==> config.mk <==
export PLATFORM = sky130hd
export DESIGN_NAME = wr0_addr_ctr
export DESIGN_NICKNAME = d
export VERILOG_FILES = /design/src/rtl/wr0_addr_ctr.sv
export SDC_FILE = /design/constraint.sdc
export NUM_CORES = 1
export LEC_CHECK = 0
export BUFFER_PORTS_ARGS = -buffer_cell sky130_fd_sc_hd__buf_2
export CAP_MARGIN = 20
export CORE_MARGIN = 1.5
export CORE_UTILIZATION = 53
export DETAILED_ROUTE_END_ITERATION = 8
export HOLD_SLACK_MARGIN = 0.15
export PLACE_DENSITY_LB_ADDON = 0.12
export SLEW_MARGIN = 20
export SYNTH_ARGS = -nofsm -noshare
export SYNTH_HDL_FRONTEND = slang
export SYNTH_SLANG_ARGS = --single-unit
==> constraint.sdc <==
create_clock -name clk -period 2.15 [get_ports clk]
set_input_delay 0.5375 -clock clk [delete_from_list [all_inputs] [get_ports clk]]
set_output_delay 0.5375 -clock clk [all_outputs]
set_load 0.005 [all_outputs]
==> src/rtl/wr0_addr_ctr.sv <==
// -----------------------------------------------------------------------------
// wr0_addr_ctr
//
// Write-address sequencer for video frame buffer 0. A rising edge on vsync
// starts a frame; the block then issues BURST_PER_FRAME burst requests to a
// DDR write engine. Each request waits for the write FIFO to be ready and is
// retired by a rising edge on wr_ddr_done. Consecutive bursts are WR_STRIDE
// words apart. At the end of every frame a frame_done pulse is produced and
// a 5-bit frame counter advances.
//
// Optional feature (macro WR0_PINGPONG_EN): when defined, the frame base
// alternates between START_ADDR and START_ADDR + FRAME_STRIDE on every
// completed frame. When undefined, every frame starts at START_ADDR.
//
// Ports
//   clk           in   single clock
//   rst           in   synchronous active-high reset
//   vsync         in   frame start (rising edge, asynchronous to clk)
//   fifo_rdy      in   write FIFO holds at least WR_NUM words
//   wr_ddr_done   in   DDR engine completion level (rising edge ends a burst)
//   wr_ddr_valid  out  one-cycle burst request
//   wr_ddr_addr   out  byte address of the current burst (word address * 4)
//   wr_ddr_num    out  burst length, constant WR_NUM
//   wr_image_cnt  out  completed frames, modulo 32
//   frame_done    out  one-cycle pulse per completed frame
// -----------------------------------------------------------------------------
module wr0_addr_ctr #(
  parameter logic [31:0] START_ADDR      = 32'h0078_0000,
  parameter logic [31:0] WR_STRIDE       = 32'h0000_0080,
  parameter int          BURST_PER_FRAME = 512,
  parameter logic [31:0] WR_NUM          = 32'd512,
  parameter logic [31:0] FRAME_STRIDE    = 32'h0010_0000,
  parameter int          ADDR_WIDTH      = 30,
  parameter int          WR_NUM_WIDTH    = 28
) (
  input  logic                    clk,
  input  logic                    rst,
  input  logic                    vsync,
  input  logic                    fifo_rdy,
  input  logic                    wr_ddr_done,
  output logic                    wr_ddr_valid,
  output logic [ADDR_WIDTH-1:0]   wr_ddr_addr,
  output logic [WR_NUM_WIDTH-1:0] wr_ddr_num,
  output logic [4:0]              wr_image_cnt,
  output logic                    frame_done
);

  typedef enum logic [1:0] {
    IDLE      = 2'd0,
    WAIT_DATA = 2'd1,
    BURST     = 2'd2,
    FRAME_END = 2'd3
  } state_t;

  localparam logic [ADDR_WIDTH-1:0] START_W    = ADDR_WIDTH'(START_ADDR);
  localparam logic [ADDR_WIDTH-1:0] STRIDE_W   = ADDR_WIDTH'(WR_STRIDE);
  localparam logic [ADDR_WIDTH-1:0] FRAME_W    = ADDR_WIDTH'(FRAME_STRIDE);
  localparam logic [15:0]           LAST_BURST = 16'(BURST_PER_FRAME - 1);

  state_t                  state;
  logic [15:0]             burst_cnt;
  logic [ADDR_WIDTH-1:0]   word_addr;
  logic [ADDR_WIDTH-1:0]   frame_base;

  // Synchronizer and edge-detect chains: p0/p1 resynchronise, p2 holds the
  // previous synchronised level, rise_p3 is the registered edge pulse.
  logic vsync_p0, vsync_p1, vsync_p2, vsync_rise_p3;
  logic done_p0,  done_p1,  done_p2,  done_rise_p3;

  // --- stage p0..p3: input synchronisation and rising-edge detection ---
  always_ff @(posedge clk) begin
    if (rst) begin
      vsync_p0      <= 1'b0;
      vsync_p1      <= 1'b0;
      vsync_p2      <= 1'b0;
      vsync_rise_p3 <= 1'b0;
      done_p0       <= 1'b0;
      done_p1       <= 1'b0;
      done_p2       <= 1'b0;
      done_rise_p3  <= 1'b0;
    end else begin
      vsync_p0      <= vsync;
      vsync_p1      <= vsync_p0;
      vsync_p2      <= vsync_p1;
      vsync_rise_p3 <= vsync_p1 & ~vsync_p2;
      done_p0       <= wr_ddr_done;
      done_p1       <= done_p0;
      done_p2       <= done_p1;
      done_rise_p3  <= done_p1 & ~done_p2;
    end
  end

`ifdef WR0_PINGPONG_EN
  logic pp_sel;
  assign frame_base = pp_sel ? (START_W + FRAME_W) : START_W;
`else
  logic unused_frame_stride;
  assign frame_base          = START_W;
  assign unused_frame_stride = ^FRAME_W;
`endif

  // --- burst sequencing FSM: consumes the registered edge pulses ---
  always_ff @(posedge clk) begin
    if (rst) begin
      state        <= IDLE;
      wr_ddr_valid <= 1'b0;
      frame_done   <= 1'b0;
      wr_image_cnt <= 5'd0;
      burst_cnt    <= 16'd0;
      word_addr    <= START_W;
`ifdef WR0_PINGPONG_EN
      pp_sel       <= 1'b0;
`endif
    end else begin
      wr_ddr_valid <= 1'b0;
      frame_done   <= 1'b0;
      case (state)
        IDLE: begin
          burst_cnt <= 16'd0;
          word_addr <= frame_base;
          if (vsync_rise_p3) state <= WAIT_DATA;
        end
        WAIT_DATA: begin
          if (fifo_rdy) begin
            wr_ddr_valid <= 1'b1;
            state        <= BURST;
          end
        end
        BURST: begin
          // Address only moves once the engine has finished with it, so
          // wr_ddr_addr is stable for the whole burst.
          if (done_rise_p3) begin
            burst_cnt <= burst_cnt + 16'd1;
            word_addr <= word_addr + STRIDE_W;
            state     <= (burst_cnt == LAST_BURST) ? FRAME_END : WAIT_DATA;
          end
        end
        FRAME_END: begin
          frame_done   <= 1'b1;
          wr_image_cnt <= wr_image_cnt + 5'd1;
`ifdef WR0_PINGPONG_EN
          pp_sel       <= ~pp_sel;
`endif
          state        <= IDLE;
        end
        default: state <= IDLE;
      endcase
    end
  end

  // Byte address; the shift drops the top two word-address bits.
  assign wr_ddr_addr = word_addr << 2;
  assign wr_ddr_num  = WR_NUM_WIDTH'(WR_NUM);

endmodule

Word level (Yosys, flattened, before mapping)
Cells that the tools add are included.
{"block": "word_totals", "ram_bits": 0, "out_inout_bits": 65, "romBits": 0, "word_cells": 45, "regBits": 63, "latchBits": 0, "memories": 0, "in_bits": 5}
{"block": "classes", "mul": 0, "muxes": 11, "div": 0, "bitwise": 5, "eq_ne": 7, "reduce_logical": 5, "addsub": 3, "n_shift": 0, "order_cmp": 0}
{"cell": "one-hot mux 30 bit (2 select lines)", "count": 1}
{"cell": "one-hot mux 16 bit (2 select lines)", "count": 1}
{"cell": "adder 30 x 8 -> 30 bit, second input constant", "count": 1}
{"cell": "two-way mux 30 bit", "count": 1}
{"cell": "adder 16 x 1 -> 16 bit, second input constant", "count": 1}
{"cell": "equality test 16 x 9 -> 1 bit, second input constant", "count": 1}
{"cell": "two-way mux 16 bit", "count": 1}
{"cell": "two-way mux 2 bit", "count": 4}
{"cell": "one-hot mux 2 bit (4 select lines)", "count": 1}
{"cell": "inequality test 2 bit, second input constant", "count": 3}
{"cell": "adder 5 x 1 -> 5 bit, second input constant", "count": 1}
{"cell": "equality test 2 bit, second input constant", "count": 2}
{"cell": "NOT 1 bit", "count": 3}
{"cell": "AND reduction 3 bit", "count": 1}
{"cell": "AND 1 bit", "count": 2}
{"cell": "equality test 2 x 1 -> 1 bit, second input constant", "count": 1}
{"cell": "logical NOT 2 bit", "count": 1}
{"cell": "two-way mux 1 bit", "count": 2}
{"cell": "AND reduction 2 bit", "count": 1}
{"cell": "nonzero test 2 bit", "count": 1}
{"cell": "OR reduction 2 bit", "count": 1}

Logic depth before layout (Yosys ltp)
{"block": "logic_depth", "word_depth": 4, "ltp_mapped": 6, "ltp_nobuf": 5}

Worst setup path before layout
OpenSTA, ideal clock, no wires.
{"block": "synth_timing", "path_kind": "reg-to-reg", "start": "register word_addr[10]", "end": "register word_addr[22]", "period_less_slack_ns": 1.850, "setup_ns": 0.062, "path_buffers": 1, "stages_incl_launch_ff": 6, "required_ns": 2.088, "path_slack_ns": 0.300, "arrival_ns": 1.788, "path_cell_list": "dfxtp_1 -> nand4_2 -> or4_4 -> buf_6 -> or4_1 -> nand3_1"}
{"block": "synth_via", "elab_chain_len": 3}
{"item": "from (decl)", "line": "62", "text": "logic [ADDR_WIDTH-1:0] word_addr;"}
{"item": "from (signal assigned)", "line": "120", "text": "word_addr <= frame_base;"}
{"item": "from (signal assigned)", "line": "134", "text": "word_addr <= word_addr + STRIDE_W;"}
{"item": "adder 30 x 8 -> 30 bit", "line": "134"}
{"item": "two-way mux 30 bit", "line": "132", "text": "if (done_rise_p3) begin"}
{"item": "one-hot mux 30 bit (2 select lines)", "line": "117", "text": "case (state)"}
Every way passes these cells. The select of a mux whose other input is x is not followed.
A chain may end at the register's enable or synchronous reset.

Final worst setup path
{"block": "layout_timing", "start": "register word_addr[10]", "end": "register word_addr[24]"}
The elaborated chain is that of the path after synthesis.

==> results_dict.tcl <==
set metrics [dict create \
    status "finished, final reports clean" \
    synth_edf_count 0 \
    worstPathRequired_ns 2.40 \
    clockBufferDepth 2 \
    hpwl_mm 3.455 \
    die-area_mm2 0.005522 \
    drive_gt1_share_pct 16.22 \
    routed_wirelength_mm 4.933 \
    crit_fanout 12 \
    cp-start-kind "flip-flop" \
    cts_tree "done" \
    avgSynthCellArea_um2 8.666 \
    power.leakage_nw 1.127 \
    cts_root_buffer "clkbuf_8" \
    hold_class "flip-flop to flip-flop" \
    cts_hold_buf 0 \
    syn2layout_area_growth_pct 7.567 \
    power_density_mw_per_mm2 651.3 \
    viasPerCell 5.200 \
    worstReg2RegStart "word_addr[10]$_SDFFE_PP0P_" \
    overflow 0 \
    timing.hold.ws_ns 0.3884 \
    async_flop_share_pct 0 \
    final_common_cell "dfxtp_1" \
    pin_count 70 \
    drtPass1Iterations 4 \
    layout_common_cells "54 x dfxtp_1, 37 x conb_1, 32 x buf_2, 27 x nor2_1, 20 x nand2_1" \
    grt_usage_pct 19.39 \
    crit_path_end_kind "flip-flop" \
    grt_pass1_wl_mm 8.314 \
    ant_nets 0 \
    dieHeight_um 74.31 \
    crit_start "word_addr[10]$_SDFFE_PP0P_" \
    vias 2111 \
    max_slew.worst_pin.slew_ns 0.6744 \
    synthFlopType "dfxtp_1" \
    synth_cell_types 49 \
    synthCells 311 \
    finalSetupViolCount 0 \
    cts.clk_slew.worst_paths_ns 0.10 \
    fp-row-count 25 \
    ys_seq_elements 54 \
    initial_utilization_pct 55.95 \
    slew_headroom_pct 55.01 \
    clk_latency_ns 0.31 \
    cp.arrival_ns 2.21 \
    layout.nets 346 \
    diodes 0 \
    postCtsSetupBuffers 0 \
    place.gp.congestion 0.7522 \
    numCtsBuffers 5 \
    core-area_mm2 0.004817 \
    post-route-min-period_ns 1.963 \
    drv_slew 0 \
    crit_type "flip-flop to flip-flop" \
    syn_area_mm2 0.002695 \
    die_w_um 74.31 \
    hold_viol_final 0 \
    fin_skew_ns 0.006378 \
    yosys_warnings 0 \
    max_freq_mhz 509.4 \
    wl_per_cell_um 12.15 \
    cts.repair.resized 0 \
    grt_pass1_vias 1805 \
    finalCritPeriodShare_pct 91.30 \
    antenna_found_initial 0 \
    clock-sinks 54 \
    cap_violations 0 \
    holdCritStartpoint "vsync_p2$_SDFF_PP0_" \
    port_buffers 32 \
    yosysSeqAreaShare_pct 40.11 \
    finalSetupTns_ns 0 \
    grt_start_max_net_pins 23 \
    cts.htree.levels 2 \
    route.detailed.drc 0 \
    rsz0062_at_grt "false" \
    ir_drop_uv 569.7 \
    first_iter_violations 102 \
]
synth_stat cells, drive strengths merged (5+ instances only):
cell | n | area share, %
a21oi | 18 | 3.3
buf | 39 | 11
clkbuf | 15 | 2.5
dfxtp | 54 | 40
nand2 | 20 | 2.8
nand3 | 15 | 2.8
nand4 | 6 | 1.6
nor2 | 27 | 3.8
nor2b | 8 | 1.9
nor4 | 8 | 1.9
nor4b | 5 | 1.6
o21ai | 6 | 1.1
o31ai | 11 | 3.1
or3 | 7 | 1.6
or4 | 11 | 3.2
xnor2 | 15 | 4.9
where the power goes:
| group | internal, mW | switching, mW |
|---|---|---|
| Clock | 0.466 | 0.338 |
| Sequential | 1.01 | 0.00467 |
| Combinational | 0.0216 | 0.0493 |
worst paths after layout:
check | endpoint | slack, ns | cells after the start
max | word_addr[24]$_SDFFE_PP0P_ | 0.19 | 4
min | vsync_rise_p3$_SDFF_PP0_ | 0.39 | 1
max reg2reg | word_addr[24]$_SDFFE_PP0P_ | 0.19 | 4
min reg2reg | vsync_rise_p3$_SDFF_PP0_ | 0.39 | 1
flip-flops by register name, indices dropped and copies added, names as in the netlist:
register / cells
word_addr: 21
burst_cnt: 16
wr_image_cnt: 5
state: 2
done_p0: 1
done_p1: 1
done_p2: 1
done_rise_p3: 1
frame_done: 1
vsync_p0: 1
vsync_p1: 1
vsync_p2: 1
vsync_rise_p3: 1
wr_ddr_valid: 1
cell type report:
class | count | area, um2
inverters | 4 | 15.01
clock inverters | 3 | 68.82
multi-input cells | 233 | 1361
repair buffers | 40 | 220.2
flip-flops and latches | 54 | 1081
well taps | 67 | 83.83
clock buffers | 5 | 68.82
fillers | 455 | 1918
worst max-delay path, cell delays in order (launching register included):
cell and delay (ns):
dfxtp_1 0.43, nand4_2 0.20, or4_4 0.64, or4_1 0.49, a21oi_1 0.15
per-layer routing:
| layer | share of wire [%] | track usage (%) | vias up |
|---|---|---|---|
| li1 | - | - | 1085 |
| met1 | 49 | 26.04 | 972 |
| met2 | 45 | 30.85 | 47 |
| met3 | 4.6 | 4.065 | 7 |
| met4 | 1.5 | 7.273 | 0 |
| met5 | 0 | 0 | - |
through the flow:
step	util (%)	cell area [um2]	cells	total power, mW	worst slack (ns)
2_1_floorplan	-	2826	346	1.138	0.3004
3_5_place_dp	57.32	2761	398	1.106	0.2209
4_1_cts	60.18	2899	406	1.906	0.1904
6_report	60.18	2899	406	1.888	0.1870
3_3_place_gp	57.32	2761	398	1.106	0.2728
5_1_grt	60.18	2899	406	1.950	0.09324
cell families after synthesis:
family                   count (synthesis)  synth area share [%]
AND/OR/NAND/NOR                        125                 25.81
XOR/XNOR                                18                 5.850
multiplexers                             1                0.3714
AO/OA/AOI/OAI                           49                 11.79
other                                    2                0.2787
flip-flops                              54                 40.11
adder cells (fa/ha/maj)                  3                 1.393
buffers and inverters                   59                 14.39
(Power assumes the default switching activity.)
